### config.mk
export PLATFORM = sky130hd
export DESIGN_NAME = fetch_block_unit
export DESIGN_NICKNAME = d
export VERILOG_FILES = /design/src/rtl/procyon_types.sv /design/src/rtl/fetch_block_unit_rsp_buffer.sv /design/src/rtl/fetch_block_unit.sv
export SDC_FILE = /design/constraint.sdc
export NUM_CORES = 1
export LEC_CHECK = 0
export ABC_AREA = 1
export CAP_MARGIN = 0
export CORE_MARGIN = 3
export CORE_UTILIZATION = 40
export DETAILED_ROUTE_END_ITERATION = 10
export SYNTH_ARGS = -nofsm -noshare
export SYNTH_HDL_FRONTEND = slang
export SYNTH_SLANG_ARGS = --single-unit
### constraint.sdc
create_clock -name clk -period 2.9 [get_ports clk]
set_input_delay 0.29 -clock clk [delete_from_list [all_inputs] [get_ports clk]]
set_output_delay 0.29 -clock clk [all_outputs]
set_load 0.05 [all_outputs]
### src/rtl/procyon_types.sv
// Shared fetch-path types and default configuration for the block fetch unit.
package procyon_types;

  localparam int FB_ADDR_WIDTH      = 32;
  localparam int FB_DATA_WIDTH      = 32;
  localparam int FB_FETCH_WIDTH     = 2;
  localparam int FB_MAX_OUTSTANDING = 4;
  localparam logic [FB_ADDR_WIDTH-1:0] FB_RESET_ADDR = '0;

  // Instructions are fixed at 4 bytes, so the block size follows from the slot count.
  function automatic int fb_block_bytes(input int fetch_width);
    return fetch_width * 4;
  endfunction

  function automatic int fb_offset_width(input int fetch_width);
    return $clog2(fetch_width * 4);
  endfunction

  typedef logic [FB_FETCH_WIDTH-1:0] fetch_mask_t;

  typedef struct packed {
    logic [FB_ADDR_WIDTH-1:0]                  pc;
    logic [FB_FETCH_WIDTH*FB_DATA_WIDTH-1:0]   data;
  } fetch_block_t;

endpackage

### src/rtl/fetch_block_unit_rsp_buffer.sv
// In-order response buffer: entries are allocated at tail, filled in order at the
// fill pointer and drained from head; flush frees everything in one cycle.
module fetch_rsp_buffer #(
  parameter int DEPTH      = 4,
  parameter int PC_WIDTH   = 32,
  parameter int DATA_WIDTH = 64,
  parameter int MASK_WIDTH = 2,
  localparam int CNT_W     = $clog2(DEPTH) + 1
) (
  input  logic                  clk,
  input  logic                  n_rst,
  input  logic                  flush_i,
  input  logic                  alloc_i,
  input  logic [PC_WIDTH-1:0]   alloc_pc_i,
  input  logic [MASK_WIDTH-1:0] alloc_mask_i,
  input  logic                  fill_i,
  input  logic [DATA_WIDTH-1:0] fill_data_i,
  input  logic                  drain_i,
  output logic                  head_filled_o,
  output logic [PC_WIDTH-1:0]   head_pc_o,
  output logic [DATA_WIDTH-1:0] head_data_o,
  output logic [MASK_WIDTH-1:0] head_mask_o,
  output logic                  full_o,
  output logic [CNT_W-1:0]      unfilled_cnt_o
);

  localparam int PTR_W = (DEPTH > 1) ? $clog2(DEPTH) : 1;

  logic [PTR_W-1:0] head_q, head_d, fill_q, fill_d, tail_q, tail_d;
  logic [CNT_W-1:0] count_q, count_d, unfilled_q, unfilled_d;
  logic [DEPTH-1:0] filled_q, filled_d;
  logic             fill_en;

  logic [PC_WIDTH-1:0]   pc_q   [DEPTH];
  logic [MASK_WIDTH-1:0] mask_q [DEPTH];
  logic [DATA_WIDTH-1:0] data_q [DEPTH];

  function automatic logic [PTR_W-1:0] ptr_inc(input logic [PTR_W-1:0] p);
    return (p == PTR_W'(DEPTH - 1)) ? '0 : p + PTR_W'(1);
  endfunction

  // A response with nothing waiting for it is dropped here rather than corrupting state.
  assign fill_en = fill_i & (unfilled_q != '0);

  always_comb begin
    head_d     = head_q;
    fill_d     = fill_q;
    tail_d     = tail_q;
    count_d    = count_q;
    unfilled_d = unfilled_q;
    filled_d   = filled_q;
    if (flush_i) begin
      head_d     = '0;
      fill_d     = '0;
      tail_d     = '0;
      count_d    = '0;
      unfilled_d = '0;
      filled_d   = '0;
    end else begin
      if (alloc_i) begin
        filled_d[tail_q] = 1'b0;
        tail_d           = ptr_inc(tail_q);
      end
      if (fill_en) begin
        filled_d[fill_q] = 1'b1;
        fill_d           = ptr_inc(fill_q);
      end
      if (drain_i) begin
        filled_d[head_q] = 1'b0;
        head_d           = ptr_inc(head_q);
      end
      count_d    = count_q + CNT_W'(alloc_i) - CNT_W'(drain_i);
      unfilled_d = unfilled_q + CNT_W'(alloc_i) - CNT_W'(fill_en);
    end
  end

  always_ff @(posedge clk or negedge n_rst) begin
    if (!n_rst) begin
      head_q     <= '0;
      fill_q     <= '0;
      tail_q     <= '0;
      count_q    <= '0;
      unfilled_q <= '0;
      filled_q   <= '0;
    end else begin
      head_q     <= head_d;
      fill_q     <= fill_d;
      tail_q     <= tail_d;
      count_q    <= count_d;
      unfilled_q <= unfilled_d;
      filled_q   <= filled_d;
    end
  end

  always_ff @(posedge clk) begin
    if (alloc_i && !flush_i) begin
      pc_q[tail_q]   <= alloc_pc_i;
      mask_q[tail_q] <= alloc_mask_i;
    end
    if (fill_en && !flush_i) begin
      data_q[fill_q] <= fill_data_i;
    end
  end

  assign head_filled_o  = (count_q != '0) & filled_q[head_q];
  assign head_pc_o      = pc_q[head_q];
  assign head_data_o    = data_q[head_q];
  assign head_mask_o    = mask_q[head_q];
  assign full_o         = (count_q == CNT_W'(DEPTH));
  assign unfilled_cnt_o = unfilled_q;

endmodule

### src/rtl/fetch_block_unit.sv
// Block instruction fetch: issues aligned block requests, matches in-order responses,
// drains complete blocks to the instruction FIFO, and squashes stale responses on redirect.
module fetch_block_unit
  import procyon_types::*;
#(
  parameter int ADDR_WIDTH      = FB_ADDR_WIDTH,
  parameter int DATA_WIDTH      = FB_DATA_WIDTH,
  parameter int FETCH_WIDTH     = FB_FETCH_WIDTH,
  parameter int MAX_OUTSTANDING = FB_MAX_OUTSTANDING,
  parameter logic [ADDR_WIDTH-1:0] RESET_ADDR = FB_RESET_ADDR
) (
  input  logic                                     clk,
  input  logic                                     n_rst,
  input  logic                                     i_redirect,
  input  logic [ADDR_WIDTH-1:0]                    i_redirect_addr,
  output logic                                     o_req_valid,
  output logic [ADDR_WIDTH-1:0]                    o_req_addr,
  input  logic                                     i_req_ready,
  input  logic                                     i_rsp_valid,
  input  logic [FETCH_WIDTH*DATA_WIDTH-1:0]        i_rsp_data,
  input  logic                                     i_insn_fifo_full,
  output logic [ADDR_WIDTH+FETCH_WIDTH*DATA_WIDTH-1:0] o_insn_fifo_data,
  output logic [FETCH_WIDTH-1:0]                   o_insn_fifo_mask,
  output logic                                     o_insn_fifo_wr_en
);

  localparam int BLOCK_BYTES = fb_block_bytes(FETCH_WIDTH);
  localparam int CNT_W       = $clog2(MAX_OUTSTANDING) + 1;
  localparam int BLK_DATA_W  = FETCH_WIDTH * DATA_WIDTH;

  logic [ADDR_WIDTH-1:0]  fetch_pc_q, fetch_pc_d;
  logic [CNT_W-1:0]       squash_q, squash_d, squash_pend;
  logic [ADDR_WIDTH-1:0]  word_off;
  logic [FETCH_WIDTH-1:0] alloc_mask;
  logic                   req_fire, squash_active, rsp_fill;
  logic                   buf_full, head_filled;
  logic [CNT_W-1:0]       unfilled_cnt;
  logic [ADDR_WIDTH-1:0]  head_pc;
  logic [BLK_DATA_W-1:0]  head_data;
  logic [FETCH_WIDTH-1:0] head_mask;

  assign o_req_addr = fetch_pc_q & ~ADDR_WIDTH'(BLOCK_BYTES - 1);
  assign word_off   = (fetch_pc_q & ADDR_WIDTH'(BLOCK_BYTES - 1)) >> 2;

  // Slots ahead of the fetch PC within the block are not part of the stream.
  always_comb begin
    alloc_mask = '0;
    for (int i = 0; i < FETCH_WIDTH; i++) begin
      alloc_mask[i] = (ADDR_WIDTH'(i) >= word_off);
    end
  end

  // Reset gates issue so the request port is quiet while n_rst is held low.
  assign o_req_valid   = n_rst & ~buf_full & ~i_redirect;
  assign req_fire      = o_req_valid & i_req_ready;
  assign squash_active = (squash_q != '0);
  assign rsp_fill      = i_rsp_valid & ~squash_active;

  always_comb begin
    fetch_pc_d = fetch_pc_q;
    if (i_redirect) begin
      fetch_pc_d = i_redirect_addr;
    end else if (req_fire) begin
      fetch_pc_d = o_req_addr + ADDR_WIDTH'(BLOCK_BYTES);
    end
  end

  // Every outstanding unfilled request becomes a response to throw away; a response
  // arriving in the redirect cycle itself is already accounted for.
  always_comb begin
    squash_d    = squash_q;
    squash_pend = squash_q + unfilled_cnt;
    if (i_redirect) begin
      if (i_rsp_valid && squash_pend != '0) begin
        squash_d = squash_pend - CNT_W'(1);
      end else begin
        squash_d = squash_pend;
      end
    end else if (i_rsp_valid && squash_active) begin
      squash_d = squash_q - CNT_W'(1);
    end
  end

  always_ff @(posedge clk or negedge n_rst) begin
    if (!n_rst) begin
      fetch_pc_q <= RESET_ADDR;
      squash_q   <= '0;
    end else begin
      fetch_pc_q <= fetch_pc_d;
      squash_q   <= squash_d;
    end
  end

  fetch_rsp_buffer #(
    .DEPTH      (MAX_OUTSTANDING),
    .PC_WIDTH   (ADDR_WIDTH),
    .DATA_WIDTH (BLK_DATA_W),
    .MASK_WIDTH (FETCH_WIDTH)
  ) u_rsp_buffer (
    .clk            (clk),
    .n_rst          (n_rst),
    .flush_i        (i_redirect),
    .alloc_i        (req_fire),
    .alloc_pc_i     (fetch_pc_q),
    .alloc_mask_i   (alloc_mask),
    .fill_i         (rsp_fill),
    .fill_data_i    (i_rsp_data),
    .drain_i        (o_insn_fifo_wr_en),
    .head_filled_o  (head_filled),
    .head_pc_o      (head_pc),
    .head_data_o    (head_data),
    .head_mask_o    (head_mask),
    .full_o         (buf_full),
    .unfilled_cnt_o (unfilled_cnt)
  );

  assign o_insn_fifo_wr_en = head_filled & ~i_insn_fifo_full & ~i_redirect;
  assign o_insn_fifo_mask  = head_filled ? head_mask : '0;
  assign o_insn_fifo_data  = head_filled ? {head_pc, head_data} : '0;

  a_rsp_has_owner: assert property (@(posedge clk) disable iff (!n_rst)
    !(i_rsp_valid && !squash_active && unfilled_cnt == '0));

endmodule

Yosys cells after proc, flatten, opt, wreduce, memory -nomap -nowiden:

Memories as Yosys holds them, arrays and structs flattened.
Cells that the tools add are included.

* register bits: 51
* bits in latches: 0
* memory bits (writable): 392
* ROM bits: 0
* bits of input ports: 102
* output and inout port bits: 132
* logic and storage cells: 103
* memories kept: 3

* add/subtract/negate cells: 11
* multiply operators: 0
* divide/modulo/power cells: 0
* magnitude comparators: 8
* eq/ne operators: 4
* shift operators: 0
* muxes and demuxes: 36
* bitwise gates (word level): 17
* reductions and logical operators: 16

Memories
* u_rsp_buffer.data_q: depth 4, bits a word 64, rd ports 1, clocked after memory_dff 0, write ports 1, RTL line fetch_block_unit_rsp_buffer.sv:36 `logic [DATA_WIDTH-1:0] data_q [DEPTH];`
* u_rsp_buffer.pc_q: depth 4, bits a word 32, rd ports 1, clocked after memory_dff 0, write ports 1, RTL line fetch_block_unit_rsp_buffer.sv:34 `logic [PC_WIDTH-1:0] pc_q [DEPTH];`
* u_rsp_buffer.mask_q: depth 4, bits a word 2, rd ports 1, clocked after memory_dff 0, write ports 1, RTL line fetch_block_unit_rsp_buffer.sv:35 `logic [MASK_WIDTH-1:0] mask_q [DEPTH];`

Operators with widths (number)
* $mux 96: 1
* $mux 32: 2
* $add 32x4->32 const B: 1
* $mux 4: 6
* $mux 2: 10
* $mux 3: 5
* $reduce_bool 3->1: 4
* $lt 2x3->1 const B: 3
* $and 1x1->1: 8
* $and 4x4->4: 2
* $mux 1: 8
* $not 4->4: 2
* $reduce_bool 2->1: 4
* $logic_and 1x1->1: 7
* $add 2x1->2 const B: 3
* $add 3x1->3: 2
* $demux 1 s2: 3
* $eq 2x2->1 const B: 3
* $ge 2x1->1 const B: 3
* $sub 3x1->3: 2
* $sub 3x1->3 const B: 2
* $not 1->1: 4
* $or 4x4->4: 1
* $add 3x3->3: 1
* other kinds (4): 5

Depth between registers and ports, before layout:

Gate-level depths: netlist (run 1).

* depth in word-level cells: 14
* gate-level depth with buffers: 14
* depth with buffers taken out: 14

Hierarchy:

Synthesis (run 1) repeated with hierarchy kept, for this count alone.

* cells, all modules: 1711
* area total of the unflattened synthesis: 19254.7 µm²

By module, submodules not included
* fetch_rsp_buffer: times used 1, cells an instance 1081, area an instance 15607.5 µm², seq. area each 12171.7 µm²
* fetch_block_unit: times used 1, cells an instance 630, area an instance 3647.2 µm², seq. area each 875.8 µm²

Worst setup path after synthesis (run 1):

Ideal clock, no wire load.

* path kind: register -> register
* start: register squash_q[1]
* end: memory u_rsp_buffer.data_q[0][0], enable pin
* library setup time: 418 ps
* data arrival time: 2529 ps
* data required time: 2482 ps
* slack: -47 ps
* cell stages (with the launch flop): 9
* clock period less this slack: 2947 ps
* cells stage by stage: dfrtp_1 -> inv_1 -> ha_1 -> nand2_1 -> nor2_1 -> o21ai_0 -> nor2_1 -> nand2_1 -> inv_1

* cells in the longest elaborated chain, start to end: 7

RTL lines
* start: declaration: RTL line fetch_block_unit.sv:32 `logic [CNT_W-1:0] squash_q, squash_d, squash_pend;`
* start signal: assignment: RTL line fetch_block_unit.sv:90 `squash_q <= squash_d;`
* $reduce_bool 3->1: RTL line fetch_block_unit.sv:56 `assign squash_active = (squash_q != '0);`
* $not 1->1: RTL line fetch_block_unit.sv:57 `assign rsp_fill = i_rsp_valid & ~squash_active;`
* $and 1x1->1: RTL line fetch_block_unit.sv:57
* $and 1x1->1: RTL line fetch_block_unit_rsp_buffer.sv:43 `assign fill_en = fill_i & (unfilled_q != '0);`
* $logic_and 1x1->1: RTL line fetch_block_unit_rsp_buffer.sv:100 `if (fill_en && !flush_i) begin`
* $mux 1: RTL line fetch_block_unit_rsp_buffer.sv:100
* $mux 1 (not written as such): RTL line fetch_block_unit_rsp_buffer.sv:101 `data_q[fill_q] <= fill_data_i;`
* end: declaration: RTL line fetch_block_unit_rsp_buffer.sv:36

Every way passes these cells.

Worst setup path in the final report (run 1):

* start: register u_rsp_buffer.head_q[0]
* end: output o_insn_fifo_data[38]

* cells in the longest elaborated chain, start to end: 4
* elaborated cells between the ends (all ways): 5
* classes of those cells: mux (3); bitwise (1); memory (1)

RTL lines
* start: declaration: RTL line fetch_block_unit_rsp_buffer.sv:29 `logic [PTR_W-1:0] head_q, head_d, fill_q, fill_d, tail_q, tail_d;`
* start signal: assignment: RTL line fetch_block_unit_rsp_buffer.sv:79 `head_q <= '0;`
* start signal: assignment: RTL line fetch_block_unit_rsp_buffer.sv:86 `head_q <= head_d;`
* $bmux 1 s2: RTL line fetch_block_unit_rsp_buffer.sv:105 `assign head_filled_o = (count_q != '0) & filled_q[head_q];`
* $mux 1 (not written as such): RTL line fetch_block_unit_rsp_buffer.sv:105
* $and 1x1->1: RTL line fetch_block_unit_rsp_buffer.sv:105
* $mux 96 (*): RTL line fetch_block_unit.sv:119 `assign o_insn_fifo_data = head_filled ? {head_pc, head_data} : '0;`
* end: declaration: RTL line fetch_block_unit.sv:22 `output logic [ADDR_WIDTH+FETCH_WIDTH*DATA_WIDTH-1:0] o_insn_fifo_data,`

Mark *: on every way between the ends. The rest lies on a longest branch, timed or not. The select of a mux whose other input is x is not followed.

==> summary.md, run 1 <==
| Metric | Value |
|---|---|
| Clk_lat worst skew | `0.58 ns` |
| Worst R2R Setup Slack | `0.27 ns` |
| Die width | `between 200 and 250 µm` |
| TritonCTS buffer count | `46` |
| Worst setup EP type | `output port` |
| F_max | `353 MHz` |
| Post-Synth XOR/XNOR Area | `less than 1%` |
| Final period util | `97.6%` |
| Total gr overflow | `0` |
| CP Capture Point | `o_insn_fifo_data[38]` |
| Slew margin rel. | `47.8%` |
| Pwr dens | `around 570 nW/µm²` |
| Input/output buffers | `230` |
| Initial antenna violation count | `0` |
| CTS tree | `built` |
| Max-Cap Viols | `0` |
| Dpl cell area | `around 23000 µm²` |
| Drt first pass iters | `5` |
| WP depth | `5` |
| Routed WL | `46.3 mm` |
| Switching power | `0.00329 W` |
| Fin util | `between 50 and 60%` |
| Synth Area in Adders | `1.65%` |
| Switching Fraction | `between 20% and 30%` |
| Largest area contributor in the netlist | `edfxtp_1` |
| Number of hold violations in the final report | `0` |
| DR DRC count | `0` |
| Synth Register Bits | `439` |
| FP Rows | `a little under 80` |
| CP max-delay cell | `dfrtp_4` |
| WP buf/inv | `3` |
| Compound-gate portion of the synthesized area | `under 10%` |
| CORE AREA | `around 46000 µm²` |
| Worst vdd ir | `roughly 0.42 mV` |
| Placed Cells | `between 2000 and 2500` |
| Diode count | `0` |
| Largest net degree at the start of global routing | `143` |
| Nets@finish | `2032` |
| # clock sinks | `439` |
| CP delay by family, top | `buffers and inverters` |
| CP Cell Sequence | `inv_4, buf_16, o21ai_0, a21oi_1, buf_12` |
| Leakage | `8.74 nW` |
| Proportion of netlist area held by the largest area contributor | `61.9%` |
| Critical Path Max Stage Delay | `around 0.53 ns` |
| Synth async-reset ratio | `11.6%` |
| Clk pwr share | `39.3%` |
| Fin cells | `about 2500` |
| Synth Cell Area | `about 19000 µm²` |
| Synth Flop Type | `edfxtp_1` |
| Design Area, Final | `24100 µm²` |
| Warnings from Yosys | `0` |
| Synth Instances | `1712` |
| WL/cell | `18.2 µm` |
| Share of cells above drive strength 1 | `12.8%` |
| Sequential area share after synthesis | `roughly 69%` |
| Status | `finished, final reports clean` |
| Worst Setup Start Kind | `flip-flop` |
| Reg2reg start | `squash_q[1]` |
| Worst R2R End | `u_rsp_buffer.data_q[3][47]` |
| Iteration-0 DRC Markers | `941` |
| First-pass GRT wire length | `71.8 mm` |
| RSZ-0062 raised after global routing | `true` |
| Final Max Tran Viols | `0` |
| CTS H-tree lvls | `2` |
| Multiplexer share of the synthesized area | `0%` |
| Total GRT Usage | `18.2%` |
| Initial core utilization | `41.0%` |
| Combinational power share | `roughly 8.0%` |
| Worst Setup SP | `u_rsp_buffer.head_q[0]` |
| Min Tclk post-route | `2.83 ns` |
| Reg power frac | `52.7%` |
| CTS clock-pin slew for the worst setup and hold paths | `0.06 ns` |
| Synth Area in Simple Gates | `~14%` |
| Vias in the first global route | `12600` |
| HP Class | `in2reg` |
| Cell Int Power | `between 0.01 and 0.015 W` |
| Routed Antenna Nets | `0` |
| CTS Buffer Depth | `3` |
| Count leader, synth | `nor2_1` |
| Fin Setup TNS | `0 ns` |
| Syn_area_per_cell | `11.0 µm²` |
| Clock root buffer | `clkbuf_16` |
| EDFF count, synth | `388` |
| Hold Slack | `between 0.07 and 0.08 ns` |
| Synth top area cells | `edfxtp_1, nor2_1, dfrtp_1, o21ai_0, nand2_1` |
| Worst-Margin Slew | `around 0.78 ns` |
| Sum of net half-perimeters after detailed placement | `~29 mm` |
| GPL Wtd Cong | `0.788` |
| Via count | `12900` |
| Crit Path Max Fanout | `approximately 140` |
| Area growth, synth to finish | `28.1%` |
| Area of the die | `49700 µm²` |
| Die Ht | `around 220 µm` |
| Largest family of logic cells by synthesized area | `simple AND/OR/NAND/NOR gates` |
| Post-synth top cells | `nor2_1, edfxtp_1, o21ai_0` |
| Post-synthesis cell type count | `37` |
| I/O pins | `234` |
| Setup violators final | `0` |
| Worst clock skew | `between 0.02 and 0.025 ns` |
| Cells on worst reg2reg path | `9` |
| CP Class | `reg2out` |
| Critical path arrival | `2.54 ns` |
| Vias/cell | `5.08` |
| CP required | `2.61 ns` |
-- timing repair --
item / 4_1_cts / 5_1_grt
gates resized for setup: 8 / 10
setup buffers: 0 / 3
hold buffers: 1 / 0
setup endpoints to repair: 13 / 37
endpoints found under the hold margin: 16 / 0
-- flip-flops by register name, indices dropped and copies added, names as in the netlist --
| name | count |
|---|---|
| u_rsp_buffer.tail_q | 2 |
| u_rsp_buffer.pc_q | 128 |
| u_rsp_buffer.count_q | 3 |
| u_rsp_buffer.data_q | 256 |
| u_rsp_buffer.unfilled_cnt_o | 3 |
| u_rsp_buffer.mask_q | 4 |
| u_rsp_buffer.fill_q | 2 |
| squash_q | 3 |
| u_rsp_buffer.filled_q | 4 |
| u_rsp_buffer.head_q | 2 |
| fetch_pc_q | 32 |
-- cell type report --
cell class	count	area, µm²
Clock buffer	50	1170
Clock inverter	32	231
Fill cell	3962	21800
Inverter	88	349
Multi-Input combinational cell	1070	5010
Sequential cell	439	12900
Tap cell	600	751
Timing Repair Buffer	262	3680
-- metrics by stage --
stage	power [W]	setup WS [ns]
5_1_grt	0.0143	-0.0214
3_5_place_dp	0.00851	0.188
6_report	0.0138	0.0682
3_3_place_gp	0.00847	0.218
2_1_floorplan	0.00805	0.393
4_1_cts	0.0140	0.00530
-- layer usage --
metal / vias up / share of wire (%) / global-route usage [%]
met5: - / 0 / 0
met4: 0 / 2.0 / 4.94
met3: 61 / 5.9 / 2.95
met2: 388 / 48 / 29.9
met1: 6259 / 44 / 25.4
li1: 6208 / - / -
-- power groups by stage --
| stage | logic, W | clock network (W) | registers [W] |
|---|---|---|---|
| 3_5_place_dp | 0.00111 | 0 | 0.00741 |
| 3_3_place_gp | 0.00108 | 0 | 0.00739 |
| 2_1_floorplan | 0.000717 | 0 | 0.00733 |
| 6_report | 0.00111 | 0.00543 | 0.00728 |
| 5_1_grt | 0.00124 | 0.00581 | 0.00730 |
| 4_1_cts | 0.00112 | 0.00558 | 0.00727 |
-- logic make-up after synthesis --
family	after synthesis
other	1
buffers and inverters	205
AND/OR/NAND/NOR	692
AO/OA/AOI/OAI	340
XOR/XNOR	12
flip-flops	439
adder cells (fa/ha/maj)	23
-- layout by cell type (no fill, tap or decap), types with 4 or more instances in the layout --
cell / n
dfrtp_1: 49
nor3_1: 4
o21ai_0: 220
buf_12: 110
clkbuf_1: 4
xnor2_1: 5
xor2_1: 7
o21a_1: 4
a21oi_2: 35
ha_1: 20
a21oi_1: 70
buf_4: 19
nand4_1: 5
nand3_1: 43
inv_1: 81
clkinv_1: 14
o21ai_1: 4
clkinvlp_4: 7
clkinv_2: 10
nand2_1: 183
edfxtp_1: 388
o211ai_1: 4
nor2_1: 446
clkdlybuf4s50_1: 129
clkbuf_16: 46
-- worst min-delay path by stage --
stage	cells past startpoint	to	from	slack, ns
final	2	u_rsp_buffer.count_q[0]	i_redirect	0.08
after global routing	2	u_rsp_buffer.count_q[1]	i_redirect	0.07
after CTS	2	u_rsp_buffer.count_q[0]	i_redirect	0.05
after detailed placement	2	squash_q[2]	squash_q[2]	0.55
after global placement	0	u_rsp_buffer.pc_q[3][2]	fetch_pc_q[2]	0.53
after floorplan	0	fetch_pc_q[0]	n_rst	-0.006
Power figures use the tool's default switching activity.
==> run 2: changes to the inputs <==
- PLACE_DENSITY: default -> 0.7
==> summary.md, run 2 (synthesized netlist as in run 1, its figures left out) <==
| Metric | Value |
|---|---|
| Hold_buf cts | `0 (-1)` |
| Most frequent cells in the layout | `nor2_1, edfxtp_1, o21ai_0` |
| TritonCTS buffer count | `46 (unchanged)` |
| Max-Cap Viols | `0 (unchanged)` |
| Largest register FFs | `256 (unchanged)` |
| Initial antenna violation count | `0 (unchanged)` |
| GPL Wtd Cong | `0.822 (+4.3%)` |
| CTS tree | `built` |
| Die width | `223 µm (unchanged)` |
| Sum of net half-perimeters after detailed placement | `29.1 mm (+1.4%)` |
| Area of the die | `49700 µm² (unchanged)` |
| Commonest non-fill, non-tap cell in the layout | `nor2_1` |
| Slew margin rel. | `49.5% (+1.7 points)` |
| Iteration-0 DRC Markers | `1225 (+30%)` |
| Diode count | `0 (unchanged)` |
| Worst Setup Start Kind | `flip-flop` |
| # clock sinks | `439 (unchanged)` |
| CP Cell Sequence | `inv_6, buf_16, o21ai_0, a21oi_1, buf_4` |
| Area growth, synth to finish | `21.9%` |
| F_max | `359 MHz (+1.8%)` |
| I/O pins | `234 (unchanged)` |
| Final period util | `96.0% (-1.7 points)` |
| Clk_lat worst skew | `0.57 ns (about the same)` |
| Largest net degree at the start of global routing | `107 (-25%)` |
| Input/output buffers | `230 (unchanged)` |
| HP Class | `in2async` |
| DR DRC count | `0 (unchanged)` |
| CP required | `2.61 ns (about the same)` |
| CP max-delay cell | `dfrtp_4` |
| Fin Setup TNS | `0 ns (unchanged)` |
| WP buf/inv | `3 (unchanged)` |
| Final Max Tran Viols | `0 (unchanged)` |
| Initial core utilization | `41.0% (unchanged)` |
| Worst vdd ir | `0.582 mV (+39%)` |
| WL/cell | `18.5 µm (+1.4%)` |
| Top reg by flops | `u_rsp_buffer.data_q` |
| Number of hold violations in the final report | `21 (+21)` |
| CORE AREA | `46000 µm² (unchanged)` |
| Top Registers | `u_rsp_buffer.data_q x256, u_rsp_buffer.pc_q x128, fetch_pc_q x32` |
| Worst clock skew | `0.0228 ns (-0.000741 ns)` |
| Fin util | `49.9% (-2.6 points)` |
| Leakage | `8.54 nW (-2.3%)` |
| CTS clock-pin slew for the worst setup and hold paths | `0.06 ns (about the same)` |
| Violated checks | `hold timing` |
| Critical path arrival | `2.49 ns (-0.05 ns)` |
| Worst setup EP type | `output port` |
| Routed WL | `47.0 mm (+1.6%)` |
| Nets@finish | `2037 (+0.25%)` |
| Total GRT Usage | `18.4% (+0.12 points)` |
| Clock root buffer | `clkbuf_16` |
| Drt first pass iters | `5 (unchanged)` |
| Critical Path Max Stage Delay | `0.54 ns (about the same)` |
| Status | `finished, violations left` |
| Vias in the first global route | `12700 (+0.36%)` |
| Worst-Margin Slew | `0.757 ns (-0.0259 ns)` |
| Pwr dens | `612 nW/µm² (+7.0%)` |
| Crit Path Max Fanout | `102 (-28%)` |
| Setup violators final | `0 (unchanged)` |
| CTS Buffer Depth | `3 (unchanged)` |
| First-pass GRT wire length | `71.8 mm (about the same)` |
| Share of cells above drive strength 1 | `12.2% (-0.60 points)` |
| Routed Antenna Nets | `0 (unchanged)` |
| Total gr overflow | `0 (unchanged)` |
| Hold Slack | `-0.0520 ns (-0.130 ns)` |
| CTS H-tree lvls | `2 (unchanged)` |
| Dpl ws | `0.413 ns (+0.225 ns)` |
| FP Rows | `78 (unchanged)` |
| CP Class | `reg2out` |
| Min Tclk post-route | `2.78 ns (-0.0491 ns)` |
| Via count | `13100 (+1.3%)` |
| RSZ-0062 raised after global routing | `false` |
| CP delay by family, top | `buffers and inverters` |
| Min setup slack post-route | `0.117 ns (+0.0491 ns)` |
| Die Ht | `223 µm (unchanged)` |
| Vias/cell | `5.14 (+1.1%)` |
==> run 2: changes by cell type in the layout (fill, tap and decap cells not counted), sizes merged <==
cell         delta
clkbuf         +15
clkinv         -11
buf             +5
clkinvlp        -2
bufinv          +1
dlygate4sd3     -1
inv             -1
==> run 2: worst paths after layout <==
path                                        start                          to  slack [ns]  cells past startpoint
min in group clk                       i_redirect      u_rsp_buffer.fill_q[1]        0.13                      4
min reg2reg                         fetch_pc_q[2]     u_rsp_buffer.pc_q[0][2]        0.51                      0
max reg2reg                           squash_q[1]  u_rsp_buffer.data_q[1][50]        0.46                      9
max in group asynchronous                   n_rst      u_rsp_buffer.head_q[1]        2.31                      2
min                                         n_rst              fetch_pc_q[20]       -0.05                      2
max                        u_rsp_buffer.head_q[0]        o_insn_fifo_data[41]        0.12                      5
==> run 2: routing by layer <==
layer  part of all wire (%)  global-route usage [%]  vias to the layer above
met4                    1.6                    4.33                        0
met5                      0                       0                        -
met2                     48                    30.1                      493
met1                     43                    25.2                     6313
li1                       -                       -                     6218
met3                    7.3                    3.86                       62
==> run 2: repair_timing <==
item,4_1_cts,5_1_grt
pin swaps,0,0
gates resized for setup,3,4
setup buffers,1,3
endpoints found under the setup margin,88,58
hold endpoints to repair,0,0
==> run 2: power breakdown <==
part | switching, W | internal [W]
clock | 0.00241 | 0.00326
combinational | 0.000709 | 0.000408
sequential | 0.000180 | 0.00709
total | 0.00330 | 0.0108
==> run 2: final cells by class <==
class                   instances  area, µm²
clock buffers                  64       1270
clock inverters                19        194
fillers                      3973      23000
inverters                      88        352
multi-input cells            1070       4960
flip-flops and latches        439      12900
well taps                     600        751
repair buffers                267       2500
==> run 2: stage by stage <==
stage / instance area, µm² / std cells / total power [W]
3_5_place_dp: 21400 / 2460 / 0.00851
5_1_grt: 23000 / 2547 / 0.0146
6_report: 23000 / 2547 / 0.0141
2_1_floorplan: 18900 / 1714 / 0.00805
3_3_place_gp: 21400 / 2460 / 0.00845
4_1_cts: 22900 / 2544 / 0.0142
==> run 3: changes to the inputs <==
- PLACE_DENSITY: 0.7 -> 0.6
- SLEW_MARGIN: default -> 20
- clock period: 2.9 -> 3.4 ns (I/O delays scaled with it)
==> summary.md, run 3 (synthesized netlist as in run 1, its figures left out) <==
| Metric | Value |
|---|---|
| Status | `finished, final reports clean` |
| RSZ-0062 raised after global routing | `false` |
| Drt first pass iters | `5 (unchanged)` |
| WL/cell | `18.4 µm (-0.59%)` |
| Routed WL | `46.7 mm (-0.66%)` |
| F_max | `319 MHz` |
| CTS tree | `built` |
| Total power | `0.0121 W (-14%)` |
| Worst clock skew | `0.0196 ns (-0.00321 ns)` |
| Total gr overflow | `0 (unchanged)` |
| Die width | `223 µm (unchanged)` |
| CTS Buffer Depth | `3 (unchanged)` |
| Initial antenna violation count | `3 (+3)` |
| CP Class | `reg2out` |
| Vias/cell | `5.04 (-1.8%)` |
| Input/output buffers | `230 (unchanged)` |
| Number of hold violations in the final report | `0 (-100%)` |
| Total GRT Usage | `18.6% (+0.20 points)` |
| Final Max Tran Viols | `0 (unchanged)` |
| Setup violators final | `0 (unchanged)` |
| Commonest non-fill, non-tap cell in the layout | `nor2_1` |
| WP buf/inv | `3 (unchanged)` |
| Top Registers | `u_rsp_buffer.data_q x256, u_rsp_buffer.pc_q x128, fetch_pc_q x32` |
| CP Cell Sequence | `clkinv_2, nand3_1, nand2_2, nand2_4, buf_4, a21oi_1, buf_12` |
| CORE AREA | `46000 µm² (unchanged)` |
| Area growth, synth to finish | `27.8%` |
| DR DRC count | `0 (unchanged)` |
| CTS clock-pin slew for the worst setup and hold paths | `0.06 ns (about the same)` |
| Initial core utilization | `41.0% (unchanged)` |
| Max-Cap Viols | `0 (unchanged)` |
| Iteration-0 DRC Markers | `1059 (-14%)` |
| Largest register FFs | `256 (unchanged)` |
| Via count | `12800 (-1.9%)` |
| # clock sinks | `439 (unchanged)` |
| Nets@finish | `2029 (-0.39%)` |
| CTS H-tree lvls | `2 (unchanged)` |
| I/O pins | `234 (unchanged)` |
| Sum of net half-perimeters after detailed placement | `28.6 mm (-1.8%)` |
| First-pass GRT wire length | `73.0 mm (+1.6%)` |
| Worst vdd ir | `0.333 mV (-43%)` |
| Clk_lat worst skew | `0.57 ns (about the same)` |
| Critical path arrival | `2.79 ns (+0.30 ns)` |
| Crit Path Max Fanout | `34 (-67%)` |
| CP max-delay cell | `dfrtp_4` |
| Share of cells above drive strength 1 | `11.8% (-0.39 points)` |
| Vias in the first global route | `12600 (-0.57%)` |
| Top reg by flops | `u_rsp_buffer.data_q` |
| FP Rows | `78 (unchanged)` |
| Most frequent cells in the layout | `nor2_1, edfxtp_1, o21ai_0` |
| Area of the die | `49700 µm² (unchanged)` |
| TritonCTS buffer count | `48 (+4.3%)` |
| Min Tclk post-route | `between 3 and 4 ns` |
| Clock root buffer | `clkbuf_16` |
| Leakage | `8.81 nW (+3.2%)` |
| Fin util | `52.3% (+2.4 points)` |
| Hold Slack | `0.184 ns (+0.236 ns)` |
| Slew margin rel. | `41.8% (-7.7 points)` |
| Pwr dens | `501 nW/µm² (-18%)` |
| Routed Antenna Nets | `0 (unchanged)` |
| Fin Setup TNS | `0 ns (unchanged)` |
| CP required | `3.06 ns (+0.45 ns)` |
| Worst Setup Start Kind | `flip-flop` |
| CP delay by family, top | `buffers and inverters` |
| Die Ht | `223 µm (unchanged)` |
| Final period util | `92.1%` |
| Critical Path Max Stage Delay | `0.64 ns (+0.10 ns)` |
| Worst setup EP type | `output port` |
| Worst-Margin Slew | `0.873 ns (+0.116 ns)` |
| HP Class | `in2reg` |
| GPL Wtd Cong | `0.777 (-5.5%)` |
| Largest net degree at the start of global routing | `167 (+56%)` |
run 3: power breakdown:
part           switching [W]  internal (W)  total [W]  leakage, nW
Sequential          0.000154       0.00605    0.00620         4.14
Clock                0.00208       0.00284    0.00492        0.732
Combinational       0.000585      0.000351   0.000937         3.94
run 3: stage by stage:
step | setup WS (ns) | area [µm²] | std cells
2_1_floorplan | 0.453 | 18800 | 1714
3_3_place_gp | 0.610 | 22600 | 2453
3_5_place_dp | 0.597 | 22600 | 2453
4_1_cts | 0.130 | 24100 | 2543
5_1_grt | 0.0657 | 24100 | 2544
6_report | 0.268 | 24100 | 2545
run 3: worst paths after layout:
path                                        start                         end  slack, ns  cells after the start
max                        u_rsp_buffer.head_q[1]        o_insn_fifo_data[48]       0.27                      7
min                                    i_redirect      u_rsp_buffer.fill_q[0]       0.18                      4
max reg2reg                           squash_q[1]  u_rsp_buffer.data_q[3][63]       0.79                      9
min reg2reg                         fetch_pc_q[2]     u_rsp_buffer.pc_q[3][2]       0.52                      0
max in group asynchronous                   n_rst      u_rsp_buffer.head_q[0]       2.13                      4
min in group asynchronous                   n_rst              fetch_pc_q[26]       0.37                      3
run 3: per-layer routing:
layer	routed length [µm]	vias up	part of all wire, %	global-route usage (%)
li1	-	6207	-	-
met1	20900	6211	45	26.1
met2	21900	349	47	29.6
met3	2860	65	6.1	3.86
met4	1030	2	2.2	4.94
met5	9	-	0.019	0
run 3: layout make-up:
type	instances	area, µm²
tap	600	751
fill	3954	21900
clock inverter	32	243
timing repair buffer	257	3600
clock buffer	57	1240
inverter	88	334
multi-input combinational	1070	4950
antenna	2	5.00
sequential	439	12900
run 3: worst reg2reg max path: cells and delay by family (launching register included):
kind	cells	cell delay, ns
AO/OA/AOI/OAI	1	0.25
adder cells (fa/ha/maj)	1	0.17
flip-flops	1	0.36
buffers and inverters	3	0.80
AND/OR/NAND/NOR	4	0.71
run 3: repair_timing:
item                                    4_1_cts  5_1_grt
buffers inserted                              0        0
gates resized for setup                       0        1
endpoints found under the hold margin         9        0
endpoints found under the setup margin        0        5
hold buffers                                  1        0
==> variant 1 (config.mk and constraints of run 2) <==
Set the package constant `FB_DATA_WIDTH` to 64 (it was 32).
--- a/src/rtl/procyon_types.sv
+++ b/src/rtl/procyon_types.sv
@@ -2,7 +2,7 @@
 package procyon_types;
 
   localparam int FB_ADDR_WIDTH      = 32;
-  localparam int FB_DATA_WIDTH      = 32;
+  localparam int FB_DATA_WIDTH      = 64;
   localparam int FB_FETCH_WIDTH     = 2;
   localparam int FB_MAX_OUTSTANDING = 4;
   localparam logic [FB_ADDR_WIDTH-1:0] FB_RESET_ADDR = '0;
Interface: changed (resized i_rsp_data and o_insn_fifo_data); port bits go from 234 to 362. No check against the original RTL was run, so the function may have changed too.
==> variant 1 against run 2 <==
Non-clock buffer count grew 142. Power grew 55%. Maximum frequency is essentially flat. Sequential cell count grew 256. Critical path type unchanged. Setup slack lost 0.0014 ns. Area after synthesis grew 53%. Design area grew 60%. Routed wire length grew 60%. Combinational power grew 17%. Largest cell class unchanged. Synthesized cell count grew 44%. Worst hold slack gained 0.13 ns.
==> variant 1: results (changes against run 2) <==
outcome:
  outcome: "complete, no violations"
sta:
  fin_skew_ns: 0.0221  # -0.000757 ns
  timing.final.crit_share_pct: 96.0  # about the same
  slew_headroom_pct: 46.1  # -3.4 points
  hold_ws_ns: 0.0824  # +0.134 ns
min_path:
  hold_path.class: "in2reg"
synthesis:
  async_flop_share_pct: 7.34  # -4.3 points
  netlist_instances: 2463  # +44%
  synth.area.top_cells: "edfxtp_1 67%, nor2_1 9.1%, o21ai_0 6.1%, dfrtp_1 4.4%, nand2_1 2.3%"
  synth_edf_count: 644  # +66%
  synth_commonest_cells: "703 x nor2_1, 644 x edfxtp_1, 352 x o21ai_0, 180 x nand2_1, 93 x a21oi_1"
global_routing:
  grt_pass1_wl_mm: 114  # +58%
  antenna_found_initial: 12  # +12
  grt_max_degree: 117  # +9.3%
  gr-usage-all-layers_pct: 19.5  # +1.1 points
  grt_use_met1_pct: 24.3  # -0.90 points
  use_met2_pct: 33.5  # +3.4 points
  grt_util_met3_pct: 4.50  # +0.64 points
  grt_pass1_vias: 20100  # +58%
layout:
  nets: 2972  # +46%
  stdcell_count: 3784  # +49%
  multi_input_area_mm2: 0.00728  # +47%
  drive_gt1_share_pct: 15.2  # +3.0 points
  reg.largest.list: "u_rsp_buffer.data_q x512, u_rsp_buffer.pc_q x128, fetch_pc_q x32"
setup_path:
  critical_path_peak_fanout: 106  # +3.9%
  cp_slowest_stage_delay_ns: 0.56  # +0.02 ns
  rrSetupSlack_ns: 0.50  # +0.04 ns
clock_network:
  htreeDepth: 3  # +1
  cts_made_buffers: 73  # +59%
  insertion_delay_ns: 0.60  # +0.03 ns
power_and_ir_drop:
  max-vdd-ir-drop_mv: 0.304  # -48%
  leakagePower_nw: 13.0  # +52%
placed_design:
  dpl_worst_slack_ns: 0.474  # +0.0607 ns
  place_area_mm2: 0.0339  # +58%
  dp_hpwl_mm: 44.4  # +53%
  dp.cells: 3639  # +48%
  io_buffers: 358  # +56%
route:
  wire_per_inst_um: 19.8  # +7.4%
  viasPerCell: 5.20  # +1.2%
  drtIter0Drc: 1780  # +45%
==> variant 1: changes by cell type in the layout (fill, tap and decap cells not counted), sizes merged, moves of 10 or more <==
cell,delta
buf,+76
edfxtp,+256
clkbuf,+26
clkinv,+10
nor2,+257
clkdlybuf4s50,+64
a21oi,+64
o21ai,+128
==> variant 1: worst reg2reg max path, cell delays in order (launching register included) <==
cell     delay (ns)
dfrtp_1        0.42
ha_1           0.17
inv_1          0.05
fa_1           0.37
xor2_1         0.19
xor2_1         0.21
inv_1          0.06
ha_1           0.18
nor2_1         0.17
inv_1          0.11
nand2_1        0.07
nand3_1        0.07
o21ai_0        0.09
nand2_1        0.07
o21ai_0        0.07
==> variant 1: kinds of logic (layout without fill, tap and decap cells) <==
family | after synthesis | count (layout) | share of synthesized area (%)
flip-flops | 695 | 695 | 71.4
buffers and inverters | 255 | 626 | 4.19
other | 1 | 10 | 0.0130
AO/OA/AOI/OAI | 534 | 534 | 10.4
AND/OR/NAND/NOR | 943 | 944 | 12.6
XOR/XNOR | 12 | 12 | 0.364
adder cells (fa/ha/maj) | 23 | 23 | 1.07
==> variant 1: cell type report <==
class	count	share of cell area [%]
antenna	7	0.0478
clock buffer	91	5.32
clock inverter	38	1.08
inverter	88	0.977
multi-input combinational	1516	19.9
sequential	695	56.3
tap	940	3.21
timing repair buffer	409	13.2
==> variant 1: metal layers <==
layer	vias to the layer above	part of all wire (%)
met5	-	0.067
met4	8	2.3
met3	130	7.5
met2	748	50
met1	9620	40
li1	9169	-
==> variant 1: path summary, 6_finish.rpt <==
check / from / to / cells after the start
max in group asynchronous: n_rst / u_rsp_buffer.head_q[1]$_DFFE_PN0P_ / 3
min in group asynchronous: n_rst / squash_q[0]$_DFFE_PN0P_ / 3
worst max-delay path: u_rsp_buffer.head_q[0]$_DFFE_PN0P_ / o_insn_fifo_data[27] / 5
worst min-delay path: i_redirect / u_rsp_buffer.unfilled_cnt_o[0]$_DFF_PN0_ / 2
worst min register to register: fetch_pc_q[2]$_DFFE_PN0P_ / u_rsp_buffer.pc_q[2][2]$_DFFE_PP_ / 0
worst max register to register: u_rsp_buffer.unfilled_cnt_o[0]$_DFF_PN0_ / squash_q[1]$_DFFE_PN0P_ / 14
==> variant 1: timing repair <==
action / CTS / global route
gates cloned: 3 / 0
resized for setup: 12 / 21
hold endpoints to repair: 51 / 0
pin swaps: 1 / 1
setup endpoints to repair: 84 / 46
buffers inserted: 4 / 1
hold buffers: 1 / 0
==> variant 1: power breakdown <==
group          internal, mW  switching [mW]  total, mW  leakage (nW)
Sequential             11.2           0.191       11.4          6.44
Combinational         0.508           0.801       1.31          5.40
Clock                  5.33            3.79       9.12          1.14
==> variant 2 (config.mk and constraints of run 2) <==
Without the edit above. Make the reset (`n_rst`) synchronous in 2 clocked blocks.
--- a/src/rtl/fetch_block_unit_rsp_buffer.sv
+++ b/src/rtl/fetch_block_unit_rsp_buffer.sv
@@ -74,7 +74,7 @@
     end
   end
 
-  always_ff @(posedge clk or negedge n_rst) begin
+  always_ff @(posedge clk) begin
     if (!n_rst) begin
       head_q     <= '0;
       fill_q     <= '0;
--- a/src/rtl/fetch_block_unit.sv
+++ b/src/rtl/fetch_block_unit.sv
@@ -81,7 +81,7 @@
     end
   end
 
-  always_ff @(posedge clk or negedge n_rst) begin
+  always_ff @(posedge clk) begin
     if (!n_rst) begin
       fetch_pc_q <= RESET_ADDR;
       squash_q   <= '0;
Behaviour: differs if n_rst is asserted again (counterexample within 4 cycles, from zero or initial values and one cycle with n_rst low); with n_rst held inactive, the same outputs for 4 cycles.
==> variant 2 against run 2 <==
Setup slack better by 0.0014 ns. Global-route usage is 0.17 points higher. Sequential cell count is 2 higher. Routed wire length is 0.32% higher. Design area is 4.6% higher. Maximum frequency hardly changed. Largest power group unchanged. Largest cell class unchanged. Power is 7.1% lower. Area after synthesis is 0.66% lower.
==> variant 2: results (changes against run 2) <==
global_routing:
  grt_util_met3_pct: 3.51  # -0.34 points
  grt_max_degree: 139  # +30%
  antenna_found_initial: 0  # unchanged
  grt_use_met1_pct: 25.0  # -0.19 points
  grt_pass1_wl_mm: 72.6  # +1.0%
  grt_pass1_vias: 13000  # +2.4%
  use_met2_pct: 31.0  # +0.82 points
  gr-usage-all-layers_pct: 18.5  # +0.17 points
clock_network:
  cts.repair.resized: 10  # +7
  clk_pin_slew_worst_paths_ns: 0.06  # about the same
  htreeDepth: 2  # unchanged
  insertion_delay_ns: 0.57  # about the same
  root_buffer: "clkbuf_16"
  cts_made_buffers: 46  # unchanged
  cts_setup_buffers: 0  # -1
  cts_buffer_depth: 3  # unchanged
placed_design:
  dp.cells: 2488  # +1.1%
  place.gp.congestion: 0.875  # +6.5%
  dpl_worst_slack_ns: 0.301  # -0.112 ns
  dp_hpwl_mm: 29.3  # +0.88%
  place_area_mm2: 0.0226  # +5.4%
  io_buffers: 230  # unchanged
synthesis:
  synth_flop_cell: "edfxtp_1"
  synth_cell_types: 35  # -5.4%
  synth_edf_count: 388  # unchanged
  synth.area.top_cells: "edfxtp_1 62%, nor2_1 9.3%, o21ai_0 6.0%, dfxtp_1 5.7%, nand2_1 3.5%"
  synth_commonest_cells: "462 x nor2_1, 388 x edfxtp_1, 224 x o21ai_0, 174 x nand2_1, 130 x a21oi_1"
  ys_seq_area_share_pct: 67.9  # -0.70 points
  yosysWarnings: 0  # unchanged
  netlist_instances: 1741  # +1.7%
  async_flop_share_pct: 0  # -12 points
outcome:
  outcome: "complete, no violations"
setup_path:
  worst_ep_arrival_time_ns: 2.49  # about the same
  critical_path_peak_fanout: 26  # -75%
route:
  dr.pass1.iters: 5  # unchanged
  viasPerCell: 5.16  # +0.35%
  drtIter0Drc: 982  # -20%
  wire_per_inst_um: 18.4  # -0.46%
sta:
  worst_slew_pin_slew_ns: 0.809  # +0.0520 ns
  fin_skew_ns: 0.0185  # -0.00434 ns
layout:
  stdcell_count: 2567  # +0.79%
  reg.largest.list: "u_rsp_buffer.data_q x256, u_rsp_buffer.pc_q x128, fetch_pc_q x32"
  fillers: 3815  # -4.0%
  drive_gt1_share_pct: 11.6  # -0.53 points
  antenna_cells: 0  # unchanged
  nets: 2061  # +1.2%
power_and_ir_drop:
  leakagePower_nw: 8.32  # -2.6%
  p_sw_mw: 2.81  # -15%
  max-vdd-ir-drop_mv: 0.353  # -39%
min_path:
  hold_path.class: "in2reg"
run:
  drv_cap: 0  # unchanged
[variant 2: cell types whose count changed after synthesis, moves of 6 or more]
cell / before / now
nor2_1: 446 / 462
dfxtp_1: 0 / 53
a21oi_1: 86 / 130
clkbuf_1: 34 / 41
buf_1: 10 / 0
xor2_1: 7 / 13
nand3_1: 43 / 28
nand2_1: 183 / 174
dfrtp_1: 51 / 0
a31oi_1: 0 / 10
a21oi_2: 19 / 0
[variant 2: worst paths after layout]
kind,endpoint,slack (ns),start,cells past startpoint
setup / recovery,o_insn_fifo_data[9],0.12,u_rsp_buffer.head_q[0]$_SDFFE_PP0P_,8
hold / removal,fetch_pc_q[4]$_SDFFE_PN0P_,0.32,i_redirect_addr[4],3
setup reg to reg,u_rsp_buffer.count_q[2]$_SDFF_PP0_,0.29,u_rsp_buffer.head_q[0]$_SDFFE_PP0P_,12
hold reg to reg,u_rsp_buffer.pc_q[2][1]$_DFFE_PP_,0.54,fetch_pc_q[1]$_SDFFE_PN0P_,0
[variant 2: stage by stage]
step | TNS, ns | hold slack, ns
3_5_place_dp | 0 | 0.524
5_1_grt | 0 | 0.315
2_1_floorplan | -94.67 | 0.388
3_3_place_gp | 0 | 0.505
4_1_cts | 0 | 0.291
6_report | 0 | 0.318
[variant 2: area by class of cell]
class,count,area [um2],area share [%]
clock buffers,57,1190,4.97
flip-flops and latches,441,12700,53.0
repair buffers,264,3700,15.4
inverters,90,343,1.43
clock inverters,22,163,0.678
well taps,600,751,3.13
multi-input cells,1093,5130,21.4
[variant 2: cells by family after synthesis]
| logic type | after synthesis | synth area share (%) |
|---|---|---|
| other | 1 | 0.0200 |
| buffers and inverters | 209 | 5.38 |
| adder cells (fa/ha/maj) | 23 | 1.66 |
| AND/OR/NAND/NOR | 674 | 14.0 |
| XOR/XNOR | 14 | 0.655 |
| flip-flops | 441 | 67.9 |
| AO/OA/AOI/OAI | 379 | 10.3 |
[variant 2: critical path, cell delays in order (launching register included)]
cell,delay [ns]
dfxtp_1,0.45
nor2_1,0.08
nor2_1,0.07
o21ai_0,0.08
nand2_1,0.19
nand2_8,0.21
buf_4,0.29
a21oi_1,0.34
buf_12,0.19
[variant 2: power groups by stage]
stage	Combinational [mW]	Sequential [mW]	Clock, mW
finish	0.641	7.06	5.36
floorplan	0.360	7.16	0
detailed placement	0.634	7.19	0
CTS	0.640	7.05	5.46
global route	0.699	7.06	5.73
global placement	0.622	7.18	0
[variant 2: routing by layer]
layer	share of wire [%]	vias to the layer above
met5	0	-
met2	49	517
li1	-	6300
met3	7.2	63
met1	42	6355
met4	1.8	0
